==> config.mk <==
export PLATFORM = sky130hd
export DESIGN_NAME = axis_flit_injector
export DESIGN_NICKNAME = d
export VERILOG_FILES = /design/src/rtl/axis_flit_injector.sv
export SDC_FILE = /design/constraint.sdc
export NUM_CORES = 1
export LEC_CHECK = 0
export CORE_ASPECT_RATIO = 0.6
export CORE_MARGIN = 3
export CORE_UTILIZATION = 48
export DETAILED_ROUTE_END_ITERATION = 10
export HOLD_SLACK_MARGIN = 0.08
export PLACE_DENSITY = 0.9
export SYNTH_ARGS = -nofsm -noshare
export SYNTH_HDL_FRONTEND = slang
export SYNTH_SLANG_ARGS = --single-unit
==> constraint.sdc <==
create_clock -name clk_noc -period 2.8 [get_ports clk_noc]
set_input_delay 0.42 -clock clk_noc [delete_from_list [all_inputs] [get_ports clk_noc]]
set_output_delay 0.42 -clock clk_noc [all_outputs]
set_load 0.01 [all_outputs]
==> src/rtl/axis_flit_injector.sv <==
// rtl/axis_flit_injector.sv - AXI-Stream beat to NoC flit serializer with credit-based flow control
// Define AXIS_INJ_STATS_EN to add the pkt_count / stall_count statistics outputs.
module axis_flit_injector #(
    parameter int TDATA_WIDTH          = 32,
    parameter int DEST_WIDTH           = 4,
    parameter int SERIALIZATION_FACTOR = 1,
    parameter int FLIT_BUFFER_DEPTH    = 2,
    localparam int FLIT_WIDTH          = TDATA_WIDTH / SERIALIZATION_FACTOR
) (
    input  logic                   clk_noc,
    input  logic                   rst_noc,
    input  logic                   axis_tvalid,
    output logic                   axis_tready,
    input  logic [TDATA_WIDTH-1:0] axis_tdata,
    input  logic                   axis_tlast,
    input  logic [DEST_WIDTH-1:0]  axis_tdest,
    output logic [FLIT_WIDTH-1:0]  data_out,
    output logic [DEST_WIDTH-1:0]  dest_out,
    output logic                   is_tail_out,
    output logic                   send_out,
    input  logic                   credit_in,
    output logic                   credit_err
`ifdef AXIS_INJ_STATS_EN
    ,
    output logic [31:0]            pkt_count,
    output logic [31:0]            stall_count
`endif
);

    localparam int IDX_W = (SERIALIZATION_FACTOR > 1) ? $clog2(SERIALIZATION_FACTOR) : 1;
    localparam int CRD_W = $clog2(FLIT_BUFFER_DEPTH + 1);
    localparam logic [CRD_W-1:0] CRD_MAX  = CRD_W'(FLIT_BUFFER_DEPTH);
    localparam logic [IDX_W-1:0] IDX_LAST = IDX_W'(SERIALIZATION_FACTOR - 1);

    typedef enum logic {IDLE, SEND} state_t;

    state_t                 state_q, state_d;
    logic [IDX_W-1:0]       idx_q, idx_d;
    logic [TDATA_WIDTH-1:0] hold_q, hold_d;
    logic                   beat_tail_q, beat_tail_d;
    logic                   head_q, head_d;
    logic [DEST_WIDTH-1:0]  pkt_dest_q, pkt_dest_d;
    logic [CRD_W-1:0]       credit_q, credit_d;
    logic                   err_q, err_d;
    logic [FLIT_WIDTH-1:0]  data_q, data_d;
    logic [DEST_WIDTH-1:0]  dest_q, dest_d;
    logic                   tail_q, tail_d;
    logic                   send_q;

    logic                   issue;
    logic                   last_slice;
    logic                   accept;
    logic [FLIT_WIDTH-1:0]  slice;

    assign issue       = (state_q == SEND) && (credit_q != '0);
    assign last_slice  = (idx_q == IDX_LAST);
    assign axis_tready = !rst_noc && ((state_q == IDLE) || (issue && last_slice));
    assign accept      = axis_tvalid && axis_tready;

    always_comb begin
        slice = hold_q[FLIT_WIDTH-1:0];
        for (int i = 1; i < SERIALIZATION_FACTOR; i++) begin
            if (idx_q == IDX_W'(i)) begin
                slice = hold_q[i*FLIT_WIDTH +: FLIT_WIDTH];
            end
        end
    end

    always_comb begin
        state_d     = state_q;
        idx_d       = idx_q;
        hold_d      = hold_q;
        beat_tail_d = beat_tail_q;
        head_d      = head_q;
        pkt_dest_d  = pkt_dest_q;
        data_d      = data_q;
        dest_d      = dest_q;
        tail_d      = tail_q;
        credit_d    = credit_q;
        err_d       = err_q;

        case (state_q)
            IDLE: begin
                if (accept) begin
                    state_d = SEND;
                    idx_d   = '0;
                end
            end
            SEND: begin
                if (issue) begin
                    if (last_slice) begin
                        idx_d   = '0;
                        state_d = accept ? SEND : IDLE;
                    end else begin
                        idx_d = idx_q + 1'b1;
                    end
                end
            end
            default: state_d = IDLE;
        endcase

        // Destination is only sampled on the head beat; later beats inherit it.
        if (accept) begin
            hold_d      = axis_tdata;
            beat_tail_d = axis_tlast;
            head_d      = axis_tlast;
            if (head_q) begin
                pkt_dest_d = axis_tdest;
            end
        end

        if (issue) begin
            data_d = slice;
            dest_d = pkt_dest_q;
            tail_d = beat_tail_q && last_slice;
        end

        if (issue && !credit_in) begin
            credit_d = credit_q - 1'b1;
        end else if (credit_in && !issue) begin
            if (credit_q == CRD_MAX) begin
                err_d = 1'b1;
            end else begin
                credit_d = credit_q + 1'b1;
            end
        end
    end

    always_ff @(posedge clk_noc or posedge rst_noc) begin
        if (rst_noc) begin
            state_q     <= IDLE;
            idx_q       <= '0;
            hold_q      <= '0;
            beat_tail_q <= 1'b0;
            head_q      <= 1'b1;
            pkt_dest_q  <= '0;
            credit_q    <= CRD_MAX;
            err_q       <= 1'b0;
            data_q      <= '0;
            dest_q      <= '0;
            tail_q      <= 1'b0;
            send_q      <= 1'b0;
        end else begin
            state_q     <= state_d;
            idx_q       <= idx_d;
            hold_q      <= hold_d;
            beat_tail_q <= beat_tail_d;
            head_q      <= head_d;
            pkt_dest_q  <= pkt_dest_d;
            credit_q    <= credit_d;
            err_q       <= err_d;
            data_q      <= data_d;
            dest_q      <= dest_d;
            tail_q      <= tail_d;
            send_q      <= issue;
        end
    end

    assign data_out    = data_q;
    assign dest_out    = dest_q;
    assign is_tail_out = tail_q;
    assign send_out    = send_q;
    assign credit_err  = err_q;

`ifdef AXIS_INJ_STATS_EN
    logic [31:0] pkt_cnt_q;
    logic [31:0] stall_cnt_q;

    always_ff @(posedge clk_noc or posedge rst_noc) begin
        if (rst_noc) begin
            pkt_cnt_q   <= '0;
            stall_cnt_q <= '0;
        end else begin
            if (issue && last_slice && beat_tail_q) begin
                pkt_cnt_q <= pkt_cnt_q + 32'd1;
            end
            if ((state_q == SEND) && (credit_q == '0)) begin
                stall_cnt_q <= stall_cnt_q + 32'd1;
            end
        end
    end

    assign pkt_count   = pkt_cnt_q;
    assign stall_count = stall_cnt_q;
`endif

endmodule

==> results of run 1 <==
## critical path, stage by stage (launching register included)
cell and delay [ps]:
dfrtp_1 480, nor3b_2 420, nor2_1 80, clkdlybuf4s50_1 490
## per-stage QoR
step	std cells	hold slack, ps
floorplan	182	454
detailed placement	339	465
finish	354	476
global placement	339	463
global route	354	505
CTS	354	486
## cells by family (layout without fill, tap and decap cells)
group,count (synthesis),count (layout),synth area share (%)
flip-flops,80,80,66.1
multiplexers,75,75,27.8
AND/OR/NAND/NOR,10,10,2.19
buffers and inverters,10,102,1.86
AO/OA/AOI/OAI,3,3,0.660
adder cells (fa/ha/maj),2,2,0.825
XOR/XNOR,2,2,0.577
## sequential cells by signal, indices dropped and copies added (netlist names), 2 cells and up
register and count:
pkt_dest_q 4, data_out 32, credit_q 2, hold_q 32, dest_out 4
## area by class of cell
cell class	instances	area (um^2)	share of cell area (%)
clock buffers	11	141	3.41
multi-input cells	92	990	23.9
clock inverters	4	45.0	1.09
flip-flops and latches	80	2000	48.3
well taps	80	100	2.41
repair buffers	84	856	20.6
inverters	3	12.5	0.302
## per-layer routing
metal  share of wire [%]  vias up  global-route usage [%]
met3                 5.9        6                    6.21
met2                  47       55                    27.1
met4                0.61        0                    3.78
li1                    -      809                       -
met1                  46      865                    21.9
met5                   0        -                       0
## synth_stat cells
master    instances  area, um^2
inv_1             3        11.3
nor2_1            2        7.51
nor2b_1           1        6.26
nor2_2            1        6.26
nor3b_2           2        25.0
a21o_1            1        7.51
nor3_1            1        5.00
o21bai_1          1        7.51
mux2_1           30         338
o21ai_1           1        5.00
nand2b_1          2        12.5
mux2_2           45         507
xnor2_1           1        8.76
buf_4             4        30.0
ha_1              2        25.0
dfstp_2           2        52.6
dfrtp_1          78        1950
buf_2             3        15.0
nand2_1           1        3.75
xor2_1            1        8.76
## worst max path at each step
stage / start / endpoint / slack (ps) / depth (start not counted)
after detailed placement: rst_noc / pkt_dest_q[3] / 810 / 4
after floorplan: rst_noc / beat_tail_q / 330 / 1
after global placement: rst_noc / axis_tready / 860 / 3
after CTS: credit_q[0] / axis_tready / 570 / 3
final: credit_q[0] / axis_tready / 590 / 3
after global routing: credit_q[0] / axis_tready / 490 / 3
## where the power goes
group | switching [mW] | internal [mW]
Combinational | 0.558 | 0.997
Sequential | 0.275 | 1.65
Clock | 0.367 | 0.427
==> flow_metrics.py, run 1 <==
metrics = {
    "power": {
        "p_per_area_mw_per_mm2": 1030,
        "p_leak_nw": 1.76,
        "finalPower_mw": 4.27,
        "max-vdd-ir-drop_mv": 0.503,
    },
    "detailed_routing": {
        "via_per_inst": 4.90,
        "drc": 0,
        "vias": 1735,
        "ant_nets": 0,
        "wl_per_cell_um": 16.1,
        "dr.first_iter.drc_count": 72,
        "routed_wl_um": 5710,
        "firstDrtPassIters": 3,
    },
    "logic_synthesis": {
        "syn-num-nets": 225,
        "ys_warn_count": 0,
        "synth_seq_cells": 80,
        "ys_types": 20,
        "synthesis.instances": 182,
        "syn_area_mm2": 0.00303,
        "ys_seq_area_share_pct": 66.1,
        "avgSynthCellArea_um2": 16.7,
    },
    "finish": {
        "drive_gt1_share_pct": 25.5,
        "final_cell_mix": "clkdlybuf4s50_1, dfrtp_1, mux2_2, mux2_1, clkbuf_8",
        "fillers": 412,
        "area_growth_pct": 36.7,
        "fin_util_pct": 71.1,
        "final_common_cell": "clkdlybuf4s50_1",
        "antenna-diode-count": 0,
        "fin_area_mm2": 0.00415,
        "nets": 313,
    },
    "timing": {
        "relSlewSlack_pct": 54.0,
        "period_needed_ps": 2210,
        "drv_slew": 0,
        "worst_pin_slew_ps": 689,
        "tns_ps": 0,
        "fin_crit_sh_pct": 78.9,
        "rsz0062_at_grt": "false",
        "max_freq_ghz": 0.453,
        "fin_skew_ps": 7.19,
        "hold_violations": 0,
        "layout_setup_ws_ps": 592,
        "finalSetupViolCount": 0,
    },
    "placed_design": {
        "place_ws_ps": 811,
        "gp_congestion": 0.735,
        "port_buffers": 80,
        "dpl_cell_area_mm2": 0.00396,
        "hpwlAfterDp_um": 4120,
    },
    "clock_tree": {
        "hold_buffers": 0,
        "cts_buffer_depth": 2,
        "post_cts_buffers": 0,
        "clk-insertion-delay-late_ps": 330,
        "cts_buffers": 9,
        "cts_tree": "done",
        "clock-root-buffer": "clkbuf_8",
        "clk_pin_slew_worst_paths_ps": 70,
        "cts_resized": 0,
        "cts_num_sinks": 80,
        "cts_htree_levels": 3,
    },
    "critical_path": {
        "critPathKind": "reg -> out",
        "rrSetupSlack_ps": 1060,
        "reg2reg_depth": 6,
        "crit_path_start_kind": "register",
        "critPathMaxFanout": 6,
        "arrival_ps": 1790,
        "worstPathRequired_ps": 2380,
        "reg2reg_to": "credit_q[1]",
        "cp-end-kind": "primary output",
        "rr_startpoint": "credit_q[0]",
    },
    "floorplanning": {
        "die_w_um": 109,
        "initial_utilization_pct": 52.0,
        "std_cell_rows": 21,
        "die-area_mm2": 0.00734,
        "die_h_um": 67.6,
        "core_area_mm2": 0.00583,
        "boundaryPins": 81,
    },
    "run_status": {
        "status": "completed",
    },
    "hold_path": {
        "min_to": "credit_err",
        "holdPathStages": 1,
        "worstHoldStart": "credit_err",
        "hold_path_class": "reg -> reg",
    },
    "global_routing": {
        "grt_pass1_wl_um": 9140,
        "grt_util_all_layers_pct": 16.8,
        "grt_max_degree": 42,
        "antenna_found_initial": 0,
        "grt_overflow_total": 0,
        "grt_pass1_vias": 1863,
    },
    "job": {
        "maxCapViolCount": 0,
    },
}
Power figures use the tool's default switching activity.
==> inputs of run 2 (changes only) <==
--- a/config.mk
+++ b/config.mk
@@ -7,10 +7,10 @@
 export LEC_CHECK = 0
 export CORE_ASPECT_RATIO = 0.6
 export CORE_MARGIN = 3
-export CORE_UTILIZATION = 48
+export CORE_UTILIZATION = 43
 export DETAILED_ROUTE_END_ITERATION = 10
 export HOLD_SLACK_MARGIN = 0.08
-export PLACE_DENSITY = 0.9
+export PLACE_DENSITY = 0.86
 export SYNTH_ARGS = -nofsm -noshare
 export SYNTH_HDL_FRONTEND = slang
 export SYNTH_SLANG_ARGS = --single-unit
==> constraint.sdc (replaced) <==
create_clock -name clk_noc -period 1.85 [get_ports clk_noc]
set_input_delay 0.2775 -clock clk_noc [delete_from_list [all_inputs] [get_ports clk_noc]]
set_output_delay 0.2775 -clock clk_noc [all_outputs]
set_load 0.01 [all_outputs]
==> run 2 against run 1 <==
  * Count of clock-buffer cells in the layout is the same
  * Worst setup slack lost 400 ps
  * Die area grew 11%
  * Global-route usage shrank 1.7 points
  * Sequential share of layout area shrank 2.0 points
  * Clock skew shrank 2.0 ps
  * Combinational power grew 59%
  * Total power grew 65%
  * Largest cell class unchanged
  * Largest power group unchanged
  * Highest routed layer unchanged
==> flow_metrics.py, run 2 (synthesized netlist as in run 1, its figures left out) <==
metrics = {
    "run_status": {
        "status": "completed",
    },
    "timing": {
        "drv_slew": 0,
        "tns_ps": 0,
        "period_needed_ps": 1660,
        "worst_pin_slew_ps": 423,
        "finalSetupViolCount": 0,
        "fin_crit_sh_pct": 89.6,
        "rsz0062_at_grt": "false",
        "hold_violations": 0,
        "fin_skew_ps": 5.20,
        "relSlewSlack_pct": 71.8,
        "layout_setup_ws_ps": 192,
        "max_freq_ghz": 0.603,
        "timing.hold.ws_ps": 480,
    },
    "power": {
        "finalPower_mw": 7.04,
        "p_leak_nw": 1.83,
        "max-vdd-ir-drop_mv": 0.754,
        "p_per_area_mw_per_mm2": 1630,
    },
    "finish": {
        "multiInputGateArea_um2": 996,
        "drive_gt1_share_pct": 26.8,
        "final_common_cell": "clkdlybuf4s50_1",
        "regArea_mm2": 0.00200,
        "antenna-diode-count": 0,
        "fillers": 513,
        "area_growth_pct": 42.8,
        "nets": 318,
        "final_cell_mix": "clkdlybuf4s50_1, dfrtp_1, mux2_2, mux2_1, clkbuf_16",
    },
    "floorplanning": {
        "die-area_mm2": 0.00813,
        "core_area_mm2": 0.00676,
        "boundaryPins": 81,
        "die_w_um": 114,
        "initial_utilization_pct": 44.9,
        "std_cell_rows": 23,
        "die_h_um": 71.1,
    },
    "clock_tree": {
        "hold_buffers": 0,
        "cts_tree": "done",
        "clk-insertion-delay-late_ps": 320,
        "cts_htree_levels": 3,
        "cts_buffers": 9,
        "clock-root-buffer": "clkbuf_16",
        "cts_buffer_depth": 2,
        "cts_num_sinks": 80,
        "clk_pin_slew_worst_paths_ps": 60,
    },
    "detailed_routing": {
        "dr.first_iter.drc_count": 45,
        "firstDrtPassIters": 2,
        "ant_nets": 0,
        "vias": 1762,
        "via_per_inst": 4.80,
        "routed_wl_um": 5780,
        "wl_per_cell_um": 15.7,
        "drc": 0,
    },
    "placed_design": {
        "gp_congestion": 0.710,
        "hpwlAfterDp_um": 4020,
        "port_buffers": 80,
        "place_ws_ps": 56.3,
    },
    "global_routing": {
        "grt_pass1_vias": 1937,
        "grt_overflow_total": 0,
        "antenna_found_initial": 0,
        "grt_max_degree": 81,
        "grt_util_all_layers_pct": 15.1,
        "grt_pass1_wl_um": 9380,
    },
    "critical_path": {
        "worstPathRequired_ps": 1570,
        "cp-end-kind": "primary output",
        "critPathKind": "reg -> out",
        "critPathMaxFanout": 4,
        "arrival_ps": 1380,
        "crit_path_start_kind": "register",
    },
    "hold_path": {
        "hold_path_class": "reg -> reg",
    },
    "job": {
        "maxCapViolCount": 0,
    },
}
==> run 2: metrics by stage <==
stage / instance area, um^2 / std cells / utilization (%)
global route: 4330 / 367 / 64.1
global placement: 4020 / 349 / 59.5
floorplan: 3040 / 182 / -
detailed placement: 4020 / 349 / 59.5
CTS: 4330 / 367 / 64.1
finish: 4330 / 367 / 64.1
==> run 2: path summary, 6_finish.rpt <==
| check | startpoint | to | slack (ps) | cells past startpoint |
|---|---|---|---|---|
| max | credit_q[0] | axis_tready | 190 | 3 |
| min | hold_q[13] | hold_q[13] | 480 | 1 |
| max reg2reg | credit_q[0] | credit_q[1] | 310 | 7 |
| min reg2reg | hold_q[13] | hold_q[13] | 480 | 1 |
| max in group asynchronous | rst_noc | credit_q[1] | 960 | 4 |
| min in group asynchronous | rst_noc | dest_out[0] | 540 | 4 |
==> run 2: critical path, cell delays in order, from the launching register on <==
cell	delay (ps)
dfrtp_1	400
nor3b_4	300
nor2_1	70
dlygate4sd2_1	290
==> run 2: area by class of cell <==
type | count | share of cell area, %
sequential | 80 | 46.3
multi-input combinational | 92 | 23.0
timing repair buffer | 89 | 21.2
clock buffer | 11 | 5.37
tap | 87 | 2.51
clock inverter | 5 | 1.33
inverter | 3 | 0.347
==> run 2: per-layer routing <==
| metal | track usage [%] | vias to the layer above | part of all wire [%] |
|---|---|---|---|
| li1 | - | 823 | - |
| met1 | 19.0 | 882 | 44 |
| met2 | 23.0 | 51 | 46 |
| met3 | 7.61 | 6 | 9.0 |
| met4 | 4.35 | 0 | 0.92 |
| met5 | 0 | - | 0 |
==> run 2: report_power, final <==
part,internal (mW),switching (mW)
Combinational,1.58,0.904
Clock,1.04,0.651
Sequential,2.50,0.366
==> run 2: what timing repair did <==
item / 4_1_cts / 5_1_grt
endpoints found under the setup margin: 1 / 0
buffers inserted: 2 / 0
gates resized for setup: 2 / 0
